$ cat src/rtl/ram_access_ctrl.sv
// ram_access_ctrl
// This block sits between the CPU memory stage and the word-organised data RAM.
// The RAM has a combinational read, a synchronous write and no byte enables.
// Byte and half-word stores are done as read-modify-write. Loads come back
// sign- or zero-extended, together with a one-cycle response pulse.
// The byte-lane logic assumes DATA_W == 32.

module ram_access_ctrl #(
  parameter int ADDR_W = 32,
  parameter int DATA_W = 32
) (
  input  logic              clk_i,
  input  logic              rst_i,
  input  logic              req_valid_i,
  output logic              req_ready_o,
  input  logic              req_we_i,
  input  logic [1:0]        req_size_i,
  input  logic              req_unsigned_i,
  input  logic [ADDR_W-1:0] req_addr_i,
  input  logic [DATA_W-1:0] req_wdata_i,
  output logic              rsp_valid_o,
  output logic [DATA_W-1:0] rsp_rdata_o,
  output logic              rsp_err_o,
  output logic              ram_we_o,
  output logic [ADDR_W-1:0] ram_addr_o,
  output logic [DATA_W-1:0] ram_wdata_o,
  input  logic [DATA_W-1:0] ram_rdata_i
);

  typedef enum logic [1:0] {
    IDLE = 2'b00,
    RD   = 2'b01,
    WR   = 2'b10,
    RESP = 2'b11
  } state_e;

  localparam logic [1:0] SIZE_B = 2'b00;
  localparam logic [1:0] SIZE_H = 2'b01;
  localparam logic [1:0] SIZE_W = 2'b10;

  // An access is rejected if the size code is illegal, or if the address is
  // not aligned to the natural boundary of the access size.
  function automatic logic is_misaligned(input logic [1:0] size, input logic [1:0] lo);
    logic bad;
    case (size)
      SIZE_B:  bad = 1'b0;
      SIZE_H:  bad = lo[0];
      SIZE_W:  bad = (lo != 2'b00);
      default: bad = 1'b1;
    endcase
    return bad;
  endfunction

  // Writes the right-aligned store data into the selected lane of the old word.
  function automatic logic [DATA_W-1:0] merge_lane(
    input logic [DATA_W-1:0] old_word,
    input logic [DATA_W-1:0] new_data,
    input logic [1:0]        size,
    input logic [1:0]        lane
  );
    logic [DATA_W-1:0] w;
    w = old_word;
    case (size)
      SIZE_B: begin
        case (lane)
          2'b00:   w[7:0]   = new_data[7:0];
          2'b01:   w[15:8]  = new_data[7:0];
          2'b10:   w[23:16] = new_data[7:0];
          2'b11:   w[31:24] = new_data[7:0];
          default: w        = old_word;
        endcase
      end
      SIZE_H: begin
        if (lane[1]) begin
          w[31:16] = new_data[15:0];
        end else begin
          w[15:0]  = new_data[15:0];
        end
      end
      default: w = new_data;
    endcase
    return w;
  endfunction

  // Picks the addressed lane out of a RAM word and extends it to full width.
  function automatic logic [DATA_W-1:0] extract_lane(
    input logic [DATA_W-1:0] word,
    input logic [1:0]        size,
    input logic [1:0]        lane,
    input logic              uns
  );
    logic [7:0]        b;
    logic [15:0]       h;
    logic [DATA_W-1:0] r;
    case (lane)
      2'b00:   b = word[7:0];
      2'b01:   b = word[15:8];
      2'b10:   b = word[23:16];
      2'b11:   b = word[31:24];
      default: b = word[7:0];
    endcase
    if (lane[1]) begin
      h = word[31:16];
    end else begin
      h = word[15:0];
    end
    case (size)
      SIZE_B:  r = {{(DATA_W-8){b[7] & ~uns}}, b};
      SIZE_H:  r = {{(DATA_W-16){h[15] & ~uns}}, h};
      default: r = word;
    endcase
    return r;
  endfunction

  state_e            state_r;
  state_e            state_next_s;

  // Request fields latched on acceptance
  logic              we_r;
  logic [1:0]        size_r;
  logic              unsigned_r;
  logic [ADDR_W-1:0] addr_r;
  logic [DATA_W-1:0] wdata_r;

  // Registered outputs
  logic              rsp_valid_r;
  logic [DATA_W-1:0] rsp_rdata_r;
  logic              rsp_err_r;
  logic              ram_we_r;
  logic [ADDR_W-1:0] ram_addr_r;
  logic [DATA_W-1:0] ram_wdata_r;

  logic              ready_s;
  logic              accept_s;
  logic              req_err_s;
  logic [ADDR_W-1:0] aligned_addr_s;
  logic [DATA_W-1:0] merged_s;
  logic [DATA_W-1:0] load_data_s;

  // Ready is taken straight from state, and reset masks it.
  assign ready_s     = (state_r == IDLE) && !rst_i;
  assign accept_s    = req_valid_i && ready_s;
  assign req_err_s   = is_misaligned(req_size_i, req_addr_i[1:0]);
  assign merged_s    = merge_lane(ram_rdata_i, wdata_r, size_r, addr_r[1:0]);
  assign load_data_s = extract_lane(ram_rdata_i, size_r, addr_r[1:0], unsigned_r);

  // On the accept edge, the latched address is not available yet, so the
  // address is taken from the request.
  always_comb begin
    aligned_addr_s = '0;
    if (state_r == IDLE) begin
      aligned_addr_s = {req_addr_i[ADDR_W-1:2], 2'b00};
    end else begin
      aligned_addr_s = {addr_r[ADDR_W-1:2], 2'b00};
    end
  end

  // State register
  always_ff @(posedge clk_i or posedge rst_i) begin
    if (rst_i) begin
      state_r <= IDLE;
    end else begin
      state_r <= state_next_s;
    end
  end

  // Next-state logic. Errors go straight to RESP. Word stores skip the read.
  always_comb begin
    state_next_s = state_r;
    case (state_r)
      IDLE: begin
        if (accept_s) begin
          if (req_err_s) begin
            state_next_s = RESP;
          end else if (req_we_i && (req_size_i == SIZE_W)) begin
            state_next_s = WR;
          end else begin
            state_next_s = RD;
          end
        end else begin
          state_next_s = IDLE;
        end
      end
      RD: begin
        if (we_r) begin
          state_next_s = WR;
        end else begin
          state_next_s = RESP;
        end
      end
      WR:      state_next_s = RESP;
      RESP:    state_next_s = IDLE;
      default: state_next_s = IDLE;
    endcase
  end

  // Latch every request field on acceptance. Inputs are ignored outside IDLE.
  always_ff @(posedge clk_i or posedge rst_i) begin
    if (rst_i) begin
      we_r       <= 1'b0;
      size_r     <= 2'b00;
      unsigned_r <= 1'b0;
      addr_r     <= '0;
      wdata_r    <= '0;
    end else if (accept_s) begin
      we_r       <= req_we_i;
      size_r     <= req_size_i;
      unsigned_r <= req_unsigned_i;
      addr_r     <= req_addr_i;
      wdata_r    <= req_wdata_i;
    end
  end

  // RAM-side outputs are decoded from the next state, so they are aligned
  // with the state they belong to.
  always_ff @(posedge clk_i or posedge rst_i) begin
    if (rst_i) begin
      ram_we_r    <= 1'b0;
      ram_addr_r  <= '0;
      ram_wdata_r <= '0;
    end else begin
      ram_we_r <= (state_next_s == WR);
      if ((state_next_s == RD) || (state_next_s == WR)) begin
        ram_addr_r <= aligned_addr_s;
      end else begin
        ram_addr_r <= '0;
      end
      if ((state_r == IDLE) && (state_next_s == WR)) begin
        ram_wdata_r <= req_wdata_i;
      end else if ((state_r == RD) && (state_next_s == WR)) begin
        ram_wdata_r <= merged_s;
      end
    end
  end

  // Response registers. Data and error change only when entering RESP, and
  // hold their value otherwise.
  always_ff @(posedge clk_i or posedge rst_i) begin
    if (rst_i) begin
      rsp_valid_r <= 1'b0;
      rsp_rdata_r <= '0;
      rsp_err_r   <= 1'b0;
    end else begin
      rsp_valid_r <= (state_next_s == RESP);
      if (state_next_s == RESP) begin
        case (state_r)
          IDLE: begin
            rsp_rdata_r <= '0;
            rsp_err_r   <= 1'b1;
          end
          RD: begin
            rsp_rdata_r <= load_data_s;
            rsp_err_r   <= 1'b0;
          end
          default: begin
            rsp_rdata_r <= '0;
            rsp_err_r   <= 1'b0;
          end
        endcase
      end
    end
  end

  assign req_ready_o = ready_s;
  assign rsp_valid_o = rsp_valid_r;
  assign rsp_rdata_o = rsp_rdata_r;
  assign rsp_err_o   = rsp_err_r;
  assign ram_we_o    = ram_we_r;
  assign ram_addr_o  = ram_addr_r;
  assign ram_wdata_o = ram_wdata_r;

endmodule

$ cat config.mk
export PLATFORM = sky130hd
export DESIGN_NAME = ram_access_ctrl
export DESIGN_NICKNAME = d
export VERILOG_FILES = /design/src/rtl/ram_access_ctrl.sv
export SDC_FILE = /design/constraint.sdc
export NUM_CORES = 1
export LEC_CHECK = 0
export CORE_MARGIN = 4
export CORE_UTILIZATION = 53
export DETAILED_ROUTE_END_ITERATION = 8
export PLACE_DENSITY = 0.91
export SKIP_CTS_REPAIR_TIMING = 1
export SLEW_MARGIN = 20
export SYNTH_ARGS = -nofsm -noshare
export SYNTH_HDL_FRONTEND = slang
export SYNTH_SLANG_ARGS = --single-unit
$ cat constraint.sdc
create_clock -name clk_i -period 11.05 [get_ports clk_i]
set_input_delay 1.105 -clock clk_i [delete_from_list [all_inputs] [get_ports clk_i]]
set_output_delay 1.105 -clock clk_i [all_outputs]
set_load 0.03 [all_outputs]
==> results by group, run 1 <==
Route
  • DR vias: 6359
  • Wirelength per Cell: 21.31 µm
  • Post-route ant nets: 0
  • Final wirelength: approximately 22 mm
  • Drt pass-1 iters: 5
  • Drt drc: 0
  • Vias per inst: 6.068
  • Initial DRC count: 803

Floorplanning
  • Core Footprint: 14530 µm²
  • Starting Density: 53.91%
  • # IOs: 203
  • Die Height: 129.6 µm
  • Die area: 16790 µm²
  • Row count: 44
  • Die W: 129.6 µm

Logic synthesis
  • Share of Yosys cell area claimed by the top area cell type: 53.34%
  • Post-synthesis compound-gate area fraction: 14.47%
  • Flops & latches, synth: ~170
  • Ys Warns: 0
  • Largest family of logic cells by synthesized area: multiplexers
  • Post-synthesis adder-cell area fraction: 0.9582%
  • Post-synthesis xor/xnor area fraction: 0%
  • Synth Area in Simple Gates: 8.112%
  • Mapped Area: 7835 µm²
  • Register area share after synthesis: ~53%
  • Post-synthesis mux area share: 19.39%
  • Average cell area after synthesis: 11.61 µm²
  • Synth area leaders: dfrtp_1 (53%), mux2_2 (11%), mux2i_1 (8.2%)
  • Yosys top cell by area: dfrtp_1
  • Syn Inst Count: 675
  • Synth cell types: 43

Clock network
  • CTS clock-pin slew for the worst setup and hold paths: 0.06 ns
  • Worst skew pair latency: around 0.42 ns
  • CTS sink count: 167
  • Clock Path Buffers: 2
  • Num CTS Buffers: 17
  • Root Buffer Master: clkbuf_16
  • CTS tree: yes
  • H-tree Lvls: 4

Worst hold path
  • HP Start: rsp_rdata_o[12]
  • WHS Path Cells: 1
  • Hold Path Class: register to register
  • Min-Delay Endpoint: rsp_rdata_o[12]

Placement
  • DP HPWL: around 16 mm
  • GPL Wtd Cong: around 0.95
  • Port Buffer Count: 200
  • Post-Place Cells: 1017

STA
  • Clk_skew: 0.009163 ns
  • Worst Tran Pin Value: between 1 and 1.5 ns
  • Final setup fails: 0
  • Period minus WS final: 5.674 ns
  • Crit share post-route: between 50 and 60%
  • Setup Total Neg Slack: 0 ns
  • Final Hold Viols: 0
  • Max transition margin: 31.61%
  • RSZ-0062 raised after global routing: no
  • Pins Over Slew Limit: 0
  • Max Fclk: 0.1762 GHz

Worst setup path
  • Setup crit end kind: register
  • Critical path arrival: between 5 and 6 ns
  • RR Startpoint: state_r[1]
  • Critical setup path kind: input port to register
  • Startpoint class of the critical path: input port
  • Worst r2r dst: ram_wdata_o[21]
  • Critical path required time: 11.32 ns
  • Crit path max fanout: 70
  • Reg2reg path depth: 13
  • R2R Setup Slk: 5.47 ns

Finish
  • Multi-input gate area: 3373 µm²
  • Fraction of layout cells with a size suffix above 1: 14.00%
  • Register Area: 4179 µm²
  • Area growth, synth to finish: 34.38%
  • Post-layout util: around 72%
  • Fill cells: between 1000 and 1500
  • Finished Layout Cells: 1048
  • Diodes inserted: 0
  • Nets@finish: around 960

Flow run
  • Max Cap Viol: 0

GRT
  • Pin count of the biggest net entering global routing: between 100 and 150
  • First-pass GRT wire length: 34.93 mm
  • GRT Residual Overflow: 0
  • Initial antenna violation count: 0
  • Vias in the first global route: 6351
  • Tot GR Track Use: 26.87%

Status
  • Status: finished, final reports clean

Power
  • Max VDD drop: 0.1978 mV
  • PwrDens: 327.1 nW/µm²
  • Leakage Power: 4.525 nW
-- metrics by stage --
stage / power [mW] / instance area [µm²] / hold WS [ns] / setup slack, ns
6_report: 3.444 / 10530 / 0.4980 / 5.376
5_1_grt: 3.628 / 10530 / 0.5115 / 4.957
4_1_cts: 3.448 / 10530 / 0.5004 / 5.425
3_5_place_dp: 2.794 / 9891 / 0.4836 / 5.016
3_3_place_gp: 2.744 / 9891 / 0.4783 / 5.190
2_1_floorplan: 2.179 / 7839 / 0.4787 / 5.427
-- flip-flops by register name (all words and copies together), names as in the netlist --
name,count
addr_r,32
ram_addr_o,30
ram_wdata_o,32
ram_we_o,1
rsp_err_o,1
rsp_rdata_o,32
rsp_valid_o,1
size_r,2
state_r,2
unsigned_r,1
wdata_r,32
we_r,1
-- worst max-delay path by stage --
stage / endpoint / startpoint / slack (ns)
2_1_floorplan: addr_r[0] / rst_i / 5.43
3_3_place_gp: ram_wdata_o[19] / rst_i / 5.19
3_5_place_dp: ram_wdata_o[19] / rst_i / 5.02
4_1_cts: ram_wdata_o[21] / rst_i / 5.43
5_1_grt: ram_wdata_o[18] / rst_i / 4.96
6_report: ram_wdata_o[21] / rst_i / 5.38
-- cells by family (layout without fill, tap and decap cells) --
logic type                 Yosys count  after routing
and+or+nand+nor                    123            123
buffers and inverters               64            252
muxes                              142            142
other                                1              2
DFF                                167            167
AOI/OAI and AO/OA                  172            172
adders and majority gates            6              6
-- layer usage --
| metal | vias to the layer above | GRT usage, % | wire, µm |
|---|---|---|---|
| li1 | 2822 | - | - |
| met1 | 3103 | 33.56 | 8382 |
| met2 | 374 | 43.28 | 10560 |
| met3 | 60 | 8.904 | 2597 |
| met4 | 0 | 10.94 | 787 |
| met5 | - | 0 | 0 |
-- cell usage after synthesis (all sizes together) --
master     n
dfrtp    167
mux2      78
mux2i     64
a21oi     53
o21ai     50
nor2      47
clkbuf    28
nand3b    24
buf       21
nand2     18
a221o     16
a211oi    15
inv       13
nor3      11
a22oi      9
o2bb2ai    9
or3        9
a221oi     7
ha         6
o32ai      6
nand2b     5
nor2b      3
and2       2
clkinv     2
o21a       2
a32o       1
and3       1
conb       1
nor4b      1
o2111a     1
o21bai     1
o22ai      1
o41ai      1
or2        1
or3b       1
-- power breakdown --
part,internal [mW],switching (mW)
Clock,0.412,0.236
Sequential,0.909,0.196
Combinational,0.719,0.972
Total,2.04,1.40
-- layout by cell type (no fill, tap or decap), drive strengths merged --
cell           synthesis  final
clkdlybuf4s50          0    200
o22ai                  1      1
a221oi                 7      7
nor2b                  3      3
clkinvlp               0      2
conb                   1      2
o21ai                 50     50
or3                    9      9
clkinv                 2      3
o21bai                 1      1
or2                    1      1
bufinv                 0      5
inv                   13     13
a21oi                 53     53
o32ai                  6      6
nand2b                 5      5
nor3                  11     11
buf                   21      6
o41ai                  1      1
or3b                   1      1
nand3b                24     24
mux2                  78     78
nor4b                  1      1
a32o                   1      1
dfrtp                167    167
ha                     6      6
and2                   2      2
and3                   1      1
a211oi                15     15
nand2                 18     18
mux2i                 64     64
a221o                 16     16
nor2                  47     47
a22oi                  9      9
clkbuf                28     23
o21a                   2      2
o2bb2ai                9      9
o2111a                 1      1
-- layout make-up --
class	count	area share, %
Tap cell	184	2.187
Clock inverter	8	1.616
Timing Repair Buffer	206	19.44
Multi-Input combinational cell	445	32.04
Sequential cell	167	39.69
Inverter	15	0.5823
Clock buffer	23	4.444
-- worst max-delay path, stage by stage --
cell and delay, ns:
clkdlybuf4s50_1 0.56, nand3b_1 0.13, buf_4 0.73, a21oi_1 0.10, nand2_1 0.13, o21a_1 0.13, ha_1 0.80, o21a_1 0.75
nand2b_1 0.45, buf_4 0.35, nor2_1 0.50, a211oi_1 0.17
Note: power is estimated with default switching activity, not from simulation.
==> run 2: changes to the inputs <==
- CORE_UTILIZATION: 53 -> 49
- PLACE_DENSITY: 0.91 -> 0.85
- clock period: 11.05 -> 5.7 ns (I/O delays scaled with it)
==> run 2 against run 1 <==
Against the previous run:
- setup slack worse by 4.0 ns
- first-iteration DRC count decreased by 23%
- power rose by 93%
- clock power increased by 87%
- global-route usage decreased by 1.8 points
- via count decreased by 0.79%
- critical path type unchanged
- non-clock buffer count rose by 3
- die area grew 7.6%
- count of clock-buffer cells in the layout fell by 3
==> results by group, run 2 (synthesized netlist as in run 1, its figures left out) <==
STA
  • Period minus WS final: 4.313 ns
  • RSZ-0062 raised after global routing: no
  • Clk_skew: 0.01074 ns
  • Pins Over Slew Limit: 0
  • Max transition margin: 29.11%
  • Crit share post-route: between 70% and 80%
  • Final setup fails: 0
  • Setup Total Neg Slack: 0 ns
  • Final Hold Viols: 0
  • Max Fclk: ~0.23 GHz
  • Worst Tran Pin Value: 1.059 ns

Route
  • Post-route ant nets: 0
  • Vias per inst: 5.847
  • Drt drc: 0
  • Drt pass-1 iters: 5
  • Initial DRC count: 617
  • DR vias: 6309
  • Final wirelength: 22.59 mm
  • Wirelength per Cell: 20.94 µm

Worst setup path
  • CP Depth: 11
  • CP most frequent cell: buf_4
  • Critical setup path kind: input port to register
  • Startpoint class of the critical path: input port
  • Critical path arrival: 4.59 ns
  • Crit path max fanout: 27
  • Reg2reg path depth: 12
  • CP cell instances: clkdlybuf4s50_1 > nand3b_1 > buf_4 > nor3_1 > mux2_2 > ha_1 > buf_4 > o21a_1 > nand2b_1 > nor2_1 > a211oi_1
  • Worst path top cell family by delay: simple AND/OR/NAND/NOR gates
  • Setup crit end kind: register
  • WP buf/inv: 3
  • CP max stage delay: 0.67 ns
  • Critical path required time: 5.97 ns
  • CP max-delay cell: nand2b_1

Finish
  • Most common cell after layout, fill and taps aside: clkdlybuf4s50_1
  • Fill cells: between 1000 and 1500
  • Nets@finish: 964
  • Diodes inserted: 0
  • Post-layout util: between 60 and 70%
  • Most frequent cells in the layout: clkdlybuf4s50_1 (200), dfrtp_1 (167), mux2_2 (78)
  • Fraction of layout cells with a size suffix above 1: 14.52%
  • Area growth, synth to finish: 34.78%

Placement
  • Port Buffer Count: 200
  • GPL Wtd Cong: 0.9906
  • DP HPWL: 16.09 mm

Floorplanning
  • Die Height: 134.5 µm
  • Die area: 18080 µm²
  • Core Footprint: 15430 µm²
  • # IOs: 203
  • Starting Density: approximately 50%
  • Row count: 45
  • Die W: 134.5 µm

Status
  • Status: finished, final reports clean

GRT
  • Pin count of the biggest net entering global routing: 66
  • Initial antenna violation count: 0
  • Tot GR Track Use: 25.04%
  • Vias in the first global route: between 6000 and 7000
  • GRT Residual Overflow: 0
  • First-pass GRT wire length: ~36 mm

Worst hold path
  • WHS Path Cells: 1
  • Hold Path Class: register to register

Power
  • PwrDens: 628.6 nW/µm²
  • Leakage Power: 4.519 nW
  • Max VDD drop: 0.3786 mV

Clock network
  • Num CTS Buffers: 17
  • CTS clock-pin slew for the worst setup and hold paths: 0.06 ns
  • CTS sink count: 167
  • Root Buffer Master: clkbuf_16
  • CTS tree: yes
  • Clock Path Buffers: 2
  • Worst skew pair latency: 0.43 ns
  • H-tree Lvls: 4

Flow run
  • Max Cap Viol: 0
-- run 2: changes by cell type in the layout (fill, tap and decap cells not counted), sizes merged --
cell	previous run	this run
inv	13	14
bufinv	5	4
clkinvlp	2	5
buf	6	9
clkbuf	23	20
clkinv	3	4
-- run 2: area by class of cell --
class	instances	area, µm²	share of cell area [%]
flip-flops and latches	167	4179	39.57
multi-input cells	445	3373	31.94
repair buffers	209	2069	19.60
clock buffers	20	436.7	4.135
well taps	211	264.0	2.500
clock inverters	12	176.4	1.671
inverters	15	61.31	0.5806
-- run 2: worst paths after layout --
kind                                    to  slack (ns)             from
setup reg to reg           ram_wdata_o[18]        1.46       state_r[0]
max in group asynchronous      wdata_r[18]        3.89            rst_i
min in group asynchronous       addr_r[19]        0.65            rst_i
setup / recovery           ram_wdata_o[18]        1.39            rst_i
hold / removal             rsp_rdata_o[13]        0.49  rsp_rdata_o[13]
hold reg to reg            rsp_rdata_o[13]        0.49  rsp_rdata_o[13]
-- run 2: metrics by stage --
stage | cells | setup WS, ns | power (mW) | hold slack [ns] | cell area, µm²
4_1_cts | 1079 | 1.444 | 6.650 | 0.4947 | 10560
5_1_grt | 1079 | 1.064 | 7.002 | 0.5169 | 10560
2_1_floorplan | 676 | 0.6116 | 4.224 | 0.4787 | 7839
3_3_place_gp | 1047 | 1.111 | 5.358 | 0.4775 | 9947
3_5_place_dp | 1047 | 0.9701 | 5.416 | 0.4790 | 9947
6_report | 1079 | 1.387 | 6.638 | 0.4937 | 10560
-- run 2: routing by layer --
| layer | global-route usage, % | wire, µm |
|---|---|---|
| met5 | 0 | 0 |
| met3 | 9.613 | 2512 |
| met4 | 9.163 | 780 |
| met2 | 38.88 | 10260 |
| met1 | 32.14 | 9037 |
-- run 2: power by group --
part	internal [mW]	switching [mW]
Clock	0.733	0.473
Sequential	1.76	0.410
Combinational	1.40	1.86
Total	3.89	2.75
